$ cat src/rtl/video_pkg.sv
// Shared FSM state type and default-geometry constants for the line-prefetch path.
package video_pkg;

    typedef enum logic [1:0] {
        IDLE,
        ISSUE,
        DRAIN
    } fetch_state_t;

    localparam int DEF_ACTIVE_H_PIXELS = 1280;
    localparam int DEF_BURST_PIXELS    = 64;
    localparam int DEF_BYTES_PER_PIXEL = 4;

    localparam int BURST_BYTES     = DEF_BURST_PIXELS * DEF_BYTES_PER_PIXEL;
    localparam int BURSTS_PER_LINE = DEF_ACTIVE_H_PIXELS / DEF_BURST_PIXELS;

    function automatic int burst_bytes(input int burst_pixels, input int bytes_per_pixel);
        return burst_pixels * bytes_per_pixel;
    endfunction

endpackage

$ cat src/rtl/video_fetch_scheduler_if.sv
// Burst read request/return channel between the fetch scheduler and the frame-buffer port.
// Request holds addr/len stable until acked; beats return one pixel per cycle, no backpressure.
interface video_fetch_scheduler_if #(
    parameter int ADDR_W = 32
);
    logic              rd_req_o;
    logic [ADDR_W-1:0] rd_addr_o;
    logic [7:0]        rd_len_o;
    logic              rd_ack_i;
    logic              rd_beat_i;

    modport master (
        output rd_req_o, rd_addr_o, rd_len_o,
        input  rd_ack_i, rd_beat_i
    );

    modport slave (
        input  rd_req_o, rd_addr_o, rd_len_o,
        output rd_ack_i, rd_beat_i
    );
endinterface

$ cat src/rtl/video_fetch_addr_gen.sv
// Line-address and burst-address accumulators; burst address steps by one burst per accept.
// Registered: new line address visible the cycle after load, next burst address the cycle after advance.
module video_fetch_addr_gen #(
    parameter int ADDR_W   = 32,
    parameter int BURST_SZ = 256
) (
    input  logic              clk,
    input  logic              rst,
    input  logic              load,
    input  logic              first,
    input  logic              advance,
    input  logic [ADDR_W-1:0] base,
    input  logic [ADDR_W-1:0] stride,
    output logic [ADDR_W-1:0] addr
);
    localparam logic [ADDR_W-1:0] STEP = ADDR_W'(BURST_SZ);

    logic [ADDR_W-1:0] line_addr;
    logic [ADDR_W-1:0] stride_q;

    always_ff @(posedge clk) begin
        if (rst) begin
            line_addr <= '0;
            stride_q  <= '0;
            addr      <= '0;
        end else if (load) begin
            if (first) begin
                line_addr <= base;
                stride_q  <= stride;
                addr      <= base;
            end else begin
                line_addr <= line_addr + stride_q;
                addr      <= line_addr + stride_q;
            end
        end else if (advance) begin
            addr <= addr + STEP;
        end
    end

endmodule

$ cat src/rtl/video_fetch_scheduler.sv
// Prefetches each active line into a ping-pong line buffer; optional VIDEO_FETCH_UNDERRUN_CNT_EN counter.
// Request rises 1 cycle after trigger, caps in-flight bursts at MAX_OUTSTANDING; bank ready 1 cycle after last beat.
module video_fetch_scheduler
    import video_pkg::*;
#(
    parameter int ACTIVE_H_PIXELS = DEF_ACTIVE_H_PIXELS,
    parameter int ACTIVE_LINES    = 720,
    parameter int TOTAL_LINES     = 750,
    parameter int HCNTR_BITS      = 11,
    parameter int VCNTR_BITS      = 10,
    parameter int BURST_PIXELS    = DEF_BURST_PIXELS,
    parameter int BYTES_PER_PIXEL = DEF_BYTES_PER_PIXEL,
    parameter int ADDR_W          = 32,
    parameter int MAX_OUTSTANDING = 4
) (
    input  logic                  clk_i,
    input  logic                  rst_i,
    input  logic                  pxl_ce_i,
    input  logic [HCNTR_BITS-1:0] hcount_i,
    input  logic [VCNTR_BITS-1:0] vcount_i,
    input  logic [ADDR_W-1:0]     fb_base_i,
    input  logic [ADDR_W-1:0]     stride_i,
    video_fetch_scheduler_if.master rd,
    output logic                  wr_bank_o,
    output logic [HCNTR_BITS-1:0] wr_idx_o,
    output logic [1:0]            bank_ready_o,
    output logic                  underrun_o,
    output logic                  overlap_o,
    output logic [15:0]           underrun_cnt_o
);
    localparam int NUM_BURSTS = ACTIVE_H_PIXELS / BURST_PIXELS;
    localparam int BIDX_W     = (NUM_BURSTS > 1) ? $clog2(NUM_BURSTS) : 1;
    localparam int BEAT_W     = (BURST_PIXELS > 1) ? $clog2(BURST_PIXELS) : 1;
    localparam int OUT_W      = $clog2(MAX_OUTSTANDING + 1);

    localparam logic [BIDX_W-1:0]     LAST_BIDX = BIDX_W'(NUM_BURSTS - 1);
    localparam logic [BEAT_W-1:0]     LAST_BEAT = BEAT_W'(BURST_PIXELS - 1);
    localparam logic [OUT_W-1:0]      MAX_OUT   = OUT_W'(MAX_OUTSTANDING);
    localparam logic [HCNTR_BITS-1:0] H_END     = HCNTR_BITS'(ACTIVE_H_PIXELS);
    localparam logic [VCNTR_BITS-1:0] V_ACT     = VCNTR_BITS'(ACTIVE_LINES);
    localparam logic [VCNTR_BITS-1:0] V_PREF    = VCNTR_BITS'(ACTIVE_LINES - 1);
    localparam logic [VCNTR_BITS-1:0] V_LAST    = VCNTR_BITS'(TOTAL_LINES - 1);

    fetch_state_t      state, state_nxt;
    logic [BIDX_W-1:0] burst_idx;
    logic [OUT_W-1:0]  outstanding, out_nxt;
    logic [BEAT_W-1:0] beat_cnt;

    logic t_first, t_next, trig, release_ev, check_ev;
    logic req, ack_ev, beat_ev, last_beat, start, done;

    assign t_first    = pxl_ce_i && (hcount_i == '0) && (vcount_i == V_LAST);
    assign t_next     = pxl_ce_i && (hcount_i == '0) && (vcount_i < V_PREF);
    assign trig       = t_first || t_next;
    assign release_ev = pxl_ce_i && (hcount_i == H_END) && (vcount_i < V_ACT);
    assign check_ev   = pxl_ce_i && (hcount_i == '0) && (vcount_i < V_ACT)
                        && !bank_ready_o[vcount_i[0]];

    // ISSUE is left on the final accept, so being in ISSUE already implies bursts remain.
    assign req       = (state == ISSUE) && (outstanding < MAX_OUT);
    assign ack_ev    = req && rd.rd_ack_i;
    assign beat_ev   = rd.rd_beat_i && (outstanding != '0);
    assign last_beat = beat_ev && (beat_cnt == LAST_BEAT);
    assign out_nxt   = outstanding + OUT_W'(ack_ev) - OUT_W'(last_beat);

    assign rd.rd_req_o = req;
    assign rd.rd_len_o = 8'(BURST_PIXELS - 1);

    always_comb begin
        state_nxt = state;
        start     = 1'b0;
        done      = 1'b0;
        case (state)
            IDLE: begin
                if (trig) begin
                    state_nxt = ISSUE;
                    start     = 1'b1;
                end
            end
            ISSUE: begin
                if (ack_ev && (burst_idx == LAST_BIDX)) begin
                    state_nxt = DRAIN;
                end
            end
            DRAIN: begin
                if (out_nxt == '0) begin
                    state_nxt = IDLE;
                    done      = 1'b1;
                end
            end
            default: state_nxt = IDLE;
        endcase
    end

    always_ff @(posedge clk_i) begin
        if (rst_i) begin
            state        <= IDLE;
            burst_idx    <= '0;
            outstanding  <= '0;
            beat_cnt     <= '0;
            wr_idx_o     <= '0;
            wr_bank_o    <= 1'b0;
            bank_ready_o <= '0;
            underrun_o   <= 1'b0;
            overlap_o    <= 1'b0;
        end else begin
            state       <= state_nxt;
            outstanding <= out_nxt;

            if (start) begin
                burst_idx <= '0;
                wr_bank_o <= t_first ? 1'b0 : ~vcount_i[0];
            end else if (ack_ev) begin
                burst_idx <= burst_idx + BIDX_W'(1);
            end

            if (beat_ev) begin
                beat_cnt <= last_beat ? '0 : beat_cnt + BEAT_W'(1);
            end

            if (start || done) begin
                wr_idx_o <= '0;
            end else if (beat_ev) begin
                wr_idx_o <= wr_idx_o + HCNTR_BITS'(1);
            end

            // Completion wins over a release of the same bank.
            if (release_ev) begin
                bank_ready_o[vcount_i[0]] <= 1'b0;
            end
            if (done) begin
                bank_ready_o[wr_bank_o] <= 1'b1;
            end

            if (check_ev) begin
                underrun_o <= 1'b1;
            end
            if (trig && (state != IDLE)) begin
                overlap_o <= 1'b1;
            end
        end
    end

`ifdef VIDEO_FETCH_UNDERRUN_CNT_EN
    logic [15:0] urun_cnt;

    always_ff @(posedge clk_i) begin
        if (rst_i) begin
            urun_cnt <= '0;
        end else if (check_ev && (urun_cnt != 16'hFFFF)) begin
            urun_cnt <= urun_cnt + 16'd1;
        end
    end

    assign underrun_cnt_o = urun_cnt;
`else
    assign underrun_cnt_o = '0;
`endif

    video_fetch_addr_gen #(
        .ADDR_W  (ADDR_W),
        .BURST_SZ(burst_bytes(BURST_PIXELS, BYTES_PER_PIXEL))
    ) u_addr_gen (
        .clk    (clk_i),
        .rst    (rst_i),
        .load   (start),
        .first  (t_first),
        .advance(ack_ev),
        .base   (fb_base_i),
        .stride (stride_i),
        .addr   (rd.rd_addr_o)
    );

endmodule

$ cat src/flat_wrapper.sv
// flat-port wrapper written by rule: the top's interface ports become plain ports
module video_fetch_scheduler_flat import video_pkg::*;
#(
    parameter int ACTIVE_H_PIXELS = DEF_ACTIVE_H_PIXELS,
    parameter int ACTIVE_LINES    = 720,
    parameter int TOTAL_LINES     = 750,
    parameter int HCNTR_BITS      = 11,
    parameter int VCNTR_BITS      = 10,
    parameter int BURST_PIXELS    = DEF_BURST_PIXELS,
    parameter int BYTES_PER_PIXEL = DEF_BYTES_PER_PIXEL,
    parameter int ADDR_W          = 32,
    parameter int MAX_OUTSTANDING = 4
)
  (clk_i, rst_i, pxl_ce_i, hcount_i, vcount_i, fb_base_i, stride_i, wr_bank_o, wr_idx_o, bank_ready_o, underrun_o, overlap_o, underrun_cnt_o, rd_rd_req_o, rd_rd_addr_o, rd_rd_len_o, rd_rd_ack_i, rd_rd_beat_i);
  video_fetch_scheduler_if #(.ADDR_W(ADDR_W)) rd_i ();
  input  logic clk_i;
  input  logic rst_i;
  input  logic pxl_ce_i;
  input  logic [HCNTR_BITS-1:0] hcount_i;
  input  logic [VCNTR_BITS-1:0] vcount_i;
  input  logic [ADDR_W-1:0] fb_base_i;
  input  logic [ADDR_W-1:0] stride_i;
  output logic wr_bank_o;
  output logic [HCNTR_BITS-1:0] wr_idx_o;
  output logic [1:0] bank_ready_o;
  output logic underrun_o;
  output logic overlap_o;
  output logic [15:0] underrun_cnt_o;
  output wire logic [$bits(rd_i.rd_req_o)-1:0] rd_rd_req_o;
  output wire logic [$bits(rd_i.rd_addr_o)-1:0] rd_rd_addr_o;
  output wire logic [$bits(rd_i.rd_len_o)-1:0] rd_rd_len_o;
  input wire logic [$bits(rd_i.rd_ack_i)-1:0] rd_rd_ack_i;
  input wire logic [$bits(rd_i.rd_beat_i)-1:0] rd_rd_beat_i;
  assign rd_rd_req_o = rd_i.rd_req_o;
  assign rd_rd_addr_o = rd_i.rd_addr_o;
  assign rd_rd_len_o = rd_i.rd_len_o;
  assign rd_i.rd_ack_i = rd_rd_ack_i;
  assign rd_i.rd_beat_i = rd_rd_beat_i;
  video_fetch_scheduler #(.ACTIVE_H_PIXELS(ACTIVE_H_PIXELS), .ACTIVE_LINES(ACTIVE_LINES), .TOTAL_LINES(TOTAL_LINES), .HCNTR_BITS(HCNTR_BITS), .VCNTR_BITS(VCNTR_BITS), .BURST_PIXELS(BURST_PIXELS), .BYTES_PER_PIXEL(BYTES_PER_PIXEL), .ADDR_W(ADDR_W), .MAX_OUTSTANDING(MAX_OUTSTANDING)) u_core (.clk_i(clk_i), .rst_i(rst_i), .pxl_ce_i(pxl_ce_i), .hcount_i(hcount_i), .vcount_i(vcount_i), .fb_base_i(fb_base_i), .stride_i(stride_i), .rd(rd_i), .wr_bank_o(wr_bank_o), .wr_idx_o(wr_idx_o), .bank_ready_o(bank_ready_o), .underrun_o(underrun_o), .overlap_o(overlap_o), .underrun_cnt_o(underrun_cnt_o));
endmodule
$ cat config.mk
export PLATFORM = sky130hd
export DESIGN_NAME = video_fetch_scheduler_flat
export DESIGN_NICKNAME = d
export VERILOG_FILES = /design/src/rtl/video_pkg.sv /design/src/rtl/video_fetch_scheduler_if.sv /design/src/rtl/video_fetch_addr_gen.sv /design/src/rtl/video_fetch_scheduler.sv /design/src/flat_wrapper.sv
export SDC_FILE = /design/constraint.sdc
export NUM_CORES = 1
export LEC_CHECK = 0
export ABC_AREA = 1
export CORE_UTILIZATION = 41
export CTS_CLUSTER_SIZE = 10
export DETAILED_ROUTE_END_ITERATION = 8
export HOLD_SLACK_MARGIN = 0.15
export PLACE_DENSITY = 0.75
export SYNTH_ARGS = -nofsm -noshare
export SYNTH_HDL_FRONTEND = slang
export SYNTH_HIERARCHICAL = 1
export SYNTH_SLANG_ARGS = --single-unit
$ cat constraint.sdc
create_clock -name clk_i -period 3.6 [get_ports clk_i]
set_input_delay 0.72 -clock clk_i [delete_from_list [all_inputs] [get_ports clk_i]]
set_output_delay 0.72 -clock clk_i [all_outputs]
set_load 0.005 [all_outputs]
==> impl_metrics.tcl <==
set metrics [dict create \
    run_status "complete, no violations" \
    finalSetupViolCount 0 \
    ios 163 \
    cts_root_buffer "clkbuf_16" \
    async_reset_ff_frac 0 \
    postCtsSetupBuffers 0 \
    skew_ns 0.00692 \
    power.total_mw 3.29 \
    fillers 2118 \
    area_delta_synth_final_pct 24.4 \
    switchingPower_uw 846 \
    end_kind "flop" \
    critPathKind "in -> reg" \
    power_frac_comb 0.048 \
    avgSynthCellArea_um2 6.00 \
    grt.overflow.total 0 \
    seq_power_share 0.431 \
    peakVddDrop_mv 0.289 \
    hpwl_um 19900 \
    final_cell_area_um2 11000 \
    sw_frac_of_total 0.257 \
    dieWidth_um 149 \
    gp_congestion 0.918 \
    design.die.area_um2 22200 \
    cp-start-kind "primary input" \
    first_pass_iters 6 \
    power_leakage_nw 5.62 \
    finalHoldViolCount 0 \
    pwr-share-clk 0.522 \
    yosysSeqAreaShare 0.290 \
    htree_num_levels 4 \
    clk_pin_slew_ns 0.07 \
    fin_cells 1897 \
    dpl_cell_area_um2 10400 \
    fin_setup_tns_ns 0 \
    totalWireLength_um 25500 \
    dp.cells 1865 \
    fin_crit_ns 3.06 \
    grt_first_pass_wirelength_um 40700 \
    crit_chain "clkdlybuf4s50_1 > nand2_1 > inv_1 > nand4_1 > inv_1 > ha_1 > inv_1 > ha_1 > fa_1 > xor2_1 > xor2_1 > nor2_1 > nand2_2 > nand3_2 > nor2_2" \
    pwr_density_cell_nw_per_um2 299 \
    initial_core_util 0.420 \
    synth_warnings 6 \
    crit_required_ns 3.95 \
    vias 9276 \
    antenna_cells 0 \
    clock_sinks 128 \
    yosysUniqueCellTypes 41 \
    grt_usage 0.233 \
    dieHeight_um 149 \
    ant_nets 0 \
    layout_commonest_cell "nand2_1" \
    cts-buffers-inserted 17 \
    grt_setup_unrepaired "false" \
    final_cell_mix "435 x nand2_1, 243 x inv_1, 196 x nor2_1" \
    p_int_mw 2.44 \
    fin_crit_sh 0.849 \
    cts_resized 0 \
    cts.path.max_buffers 2 \
    finish.utilization 0.522 \
    cpMostUsedCell "inv_1" \
    critPathSlowestCell "clkdlybuf4s50_1" \
    fmax_mhz 327 \
    insertion_delay_ns 0.43 \
    syn_inst 1475 \
    drcViolationCount 0 \
    post_cts_hold_buffer_count 0 \
    cp.arrival_ns 3.41 \
    hold_class "reg -> reg" \
    vias_per_cell 4.89 \
    port_buffers 138 \
    num_rows 53 \
    nets 1738 \
    place_ws_ns 0.0954 \
    maxCapViolCount 0 \
    crit_fanout 11 \
    avgRoutedWirePerCell_um 13.4 \
    ys_seq_elements 128 \
    drt_iter0_drc 714 \
    slew_viol_final 0 \
    fin_hold_ws_ns 0.486 \
    grt_pass1_vias 8445 \
    synth_area_um2 8850 \
    synth_ff_type "dfxtp_1" \
    layout_setup_ws_ns 0.544 \
    synth-edff-count 0 \
    cts_tree "yes" \
    grt_start_max_net_pins 50 \
    antenna_found_initial 0 \
    drive_gt1_frac 0.0641 \
    tightest_slew_ns 0.548 \
    slowest_delay_ns 0.40 \
    core_um2 21100 \
    slew_headroom 0.635 \
]
## power groups by stage
stage                     clock, mW  sequential [mW]  combinational (mW)
after floorplan                   0             1.45              0.0623
after global placement            0             1.45               0.156
after detailed placement          0             1.45               0.156
after CTS                      1.74             1.42               0.157
after global routing           1.80             1.42               0.172
final                          1.71             1.42               0.157
## registers in the layout, summed over array words and instances, names as in the netlist
signal,count
u_core/u_addr_gen/addr,32
u_core/u_addr_gen/line_addr,32
u_core/u_addr_gen/stride_q,32
u_core/wr_idx_o,11
u_core/beat_cnt,6
u_core/burst_idx,5
u_core/outstanding,3
u_core/bank_ready_o,2
u_core/state,2
u_core/overlap_o,1
u_core/underrun_o,1
u_core/wr_bank_o,1
## worst paths after layout
check                           from                 end  slack, ns  depth (start not counted)
hold / removal      u_core/overlap_o    u_core/overlap_o       0.49                          2
setup reg to reg  u_core/beat_cnt[0]  u_core/wr_idx_o[9]       0.67                         15
setup / recovery        rd_rd_beat_i  u_core/wr_idx_o[9]       0.54                         15
hold reg to reg     u_core/overlap_o    u_core/overlap_o       0.49                          2
## kinds of logic after synthesis
family	Yosys count	synth area share
and+or+nand+nor	807	0.387
buffers and inverters	315	0.147
AOI/OAI and AO/OA	160	0.0947
DFF	128	0.290
adders and majority gates	39	0.0568
xor gates and xnor gates	23	0.0228
other	2	0.000848
muxes	1	0.00113
## metal layers
layer | track usage | up-vias | routed length (um)
met5 | 0 | - | 0
met4 | 0.0679 | 0 | 384
met3 | 0.0394 | 30 | 1640
met2 | 0.392 | 317 | 11900
met1 | 0.304 | 4148 | 11500
li1 | - | 4781 | -
## area by class of cell
class / count / area (um^2) / area share
clock buffer: 17 / 425 / 0.0386
clock inverter: 15 / 160 / 0.0146
inverter: 256 / 961 / 0.0873
multi-input combinational: 1054 / 5070 / 0.460
sequential: 128 / 2560 / 0.233
tap: 275 / 344 / 0.0313
timing repair buffer: 152 / 1490 / 0.135
## cell usage after synthesis (9+ instances only)
library cell	number	share of area
nand2_1	435	0.18
inv_1	243	0.10
nor2_1	196	0.083
dfxtp_1	128	0.29
nand3_1	98	0.055
o21ai_0	67	0.038
a21oi_1	65	0.037
ha_1	37	0.052
buf_4	26	0.022
clkbuf_1	17	0.0072
xor2_1	17	0.017
nand4_1	16	0.011
nor2_2	15	0.011
buf_2	13	0.0074
nand3_2	12	0.014
inv_2	11	0.0047
o21ai_1	11	0.0062
nand2_2	10	0.0071
nor3_1	9	0.0051
## worst max-delay path: cells and delay by family
kind,cells,cell delay (ns)
xor+xnor,2,0.41
fa+ha+maj,3,0.83
buf+inv,4,0.55
simple gates,6,0.90
No activity file was read; power rests on OpenSTA's default activity.
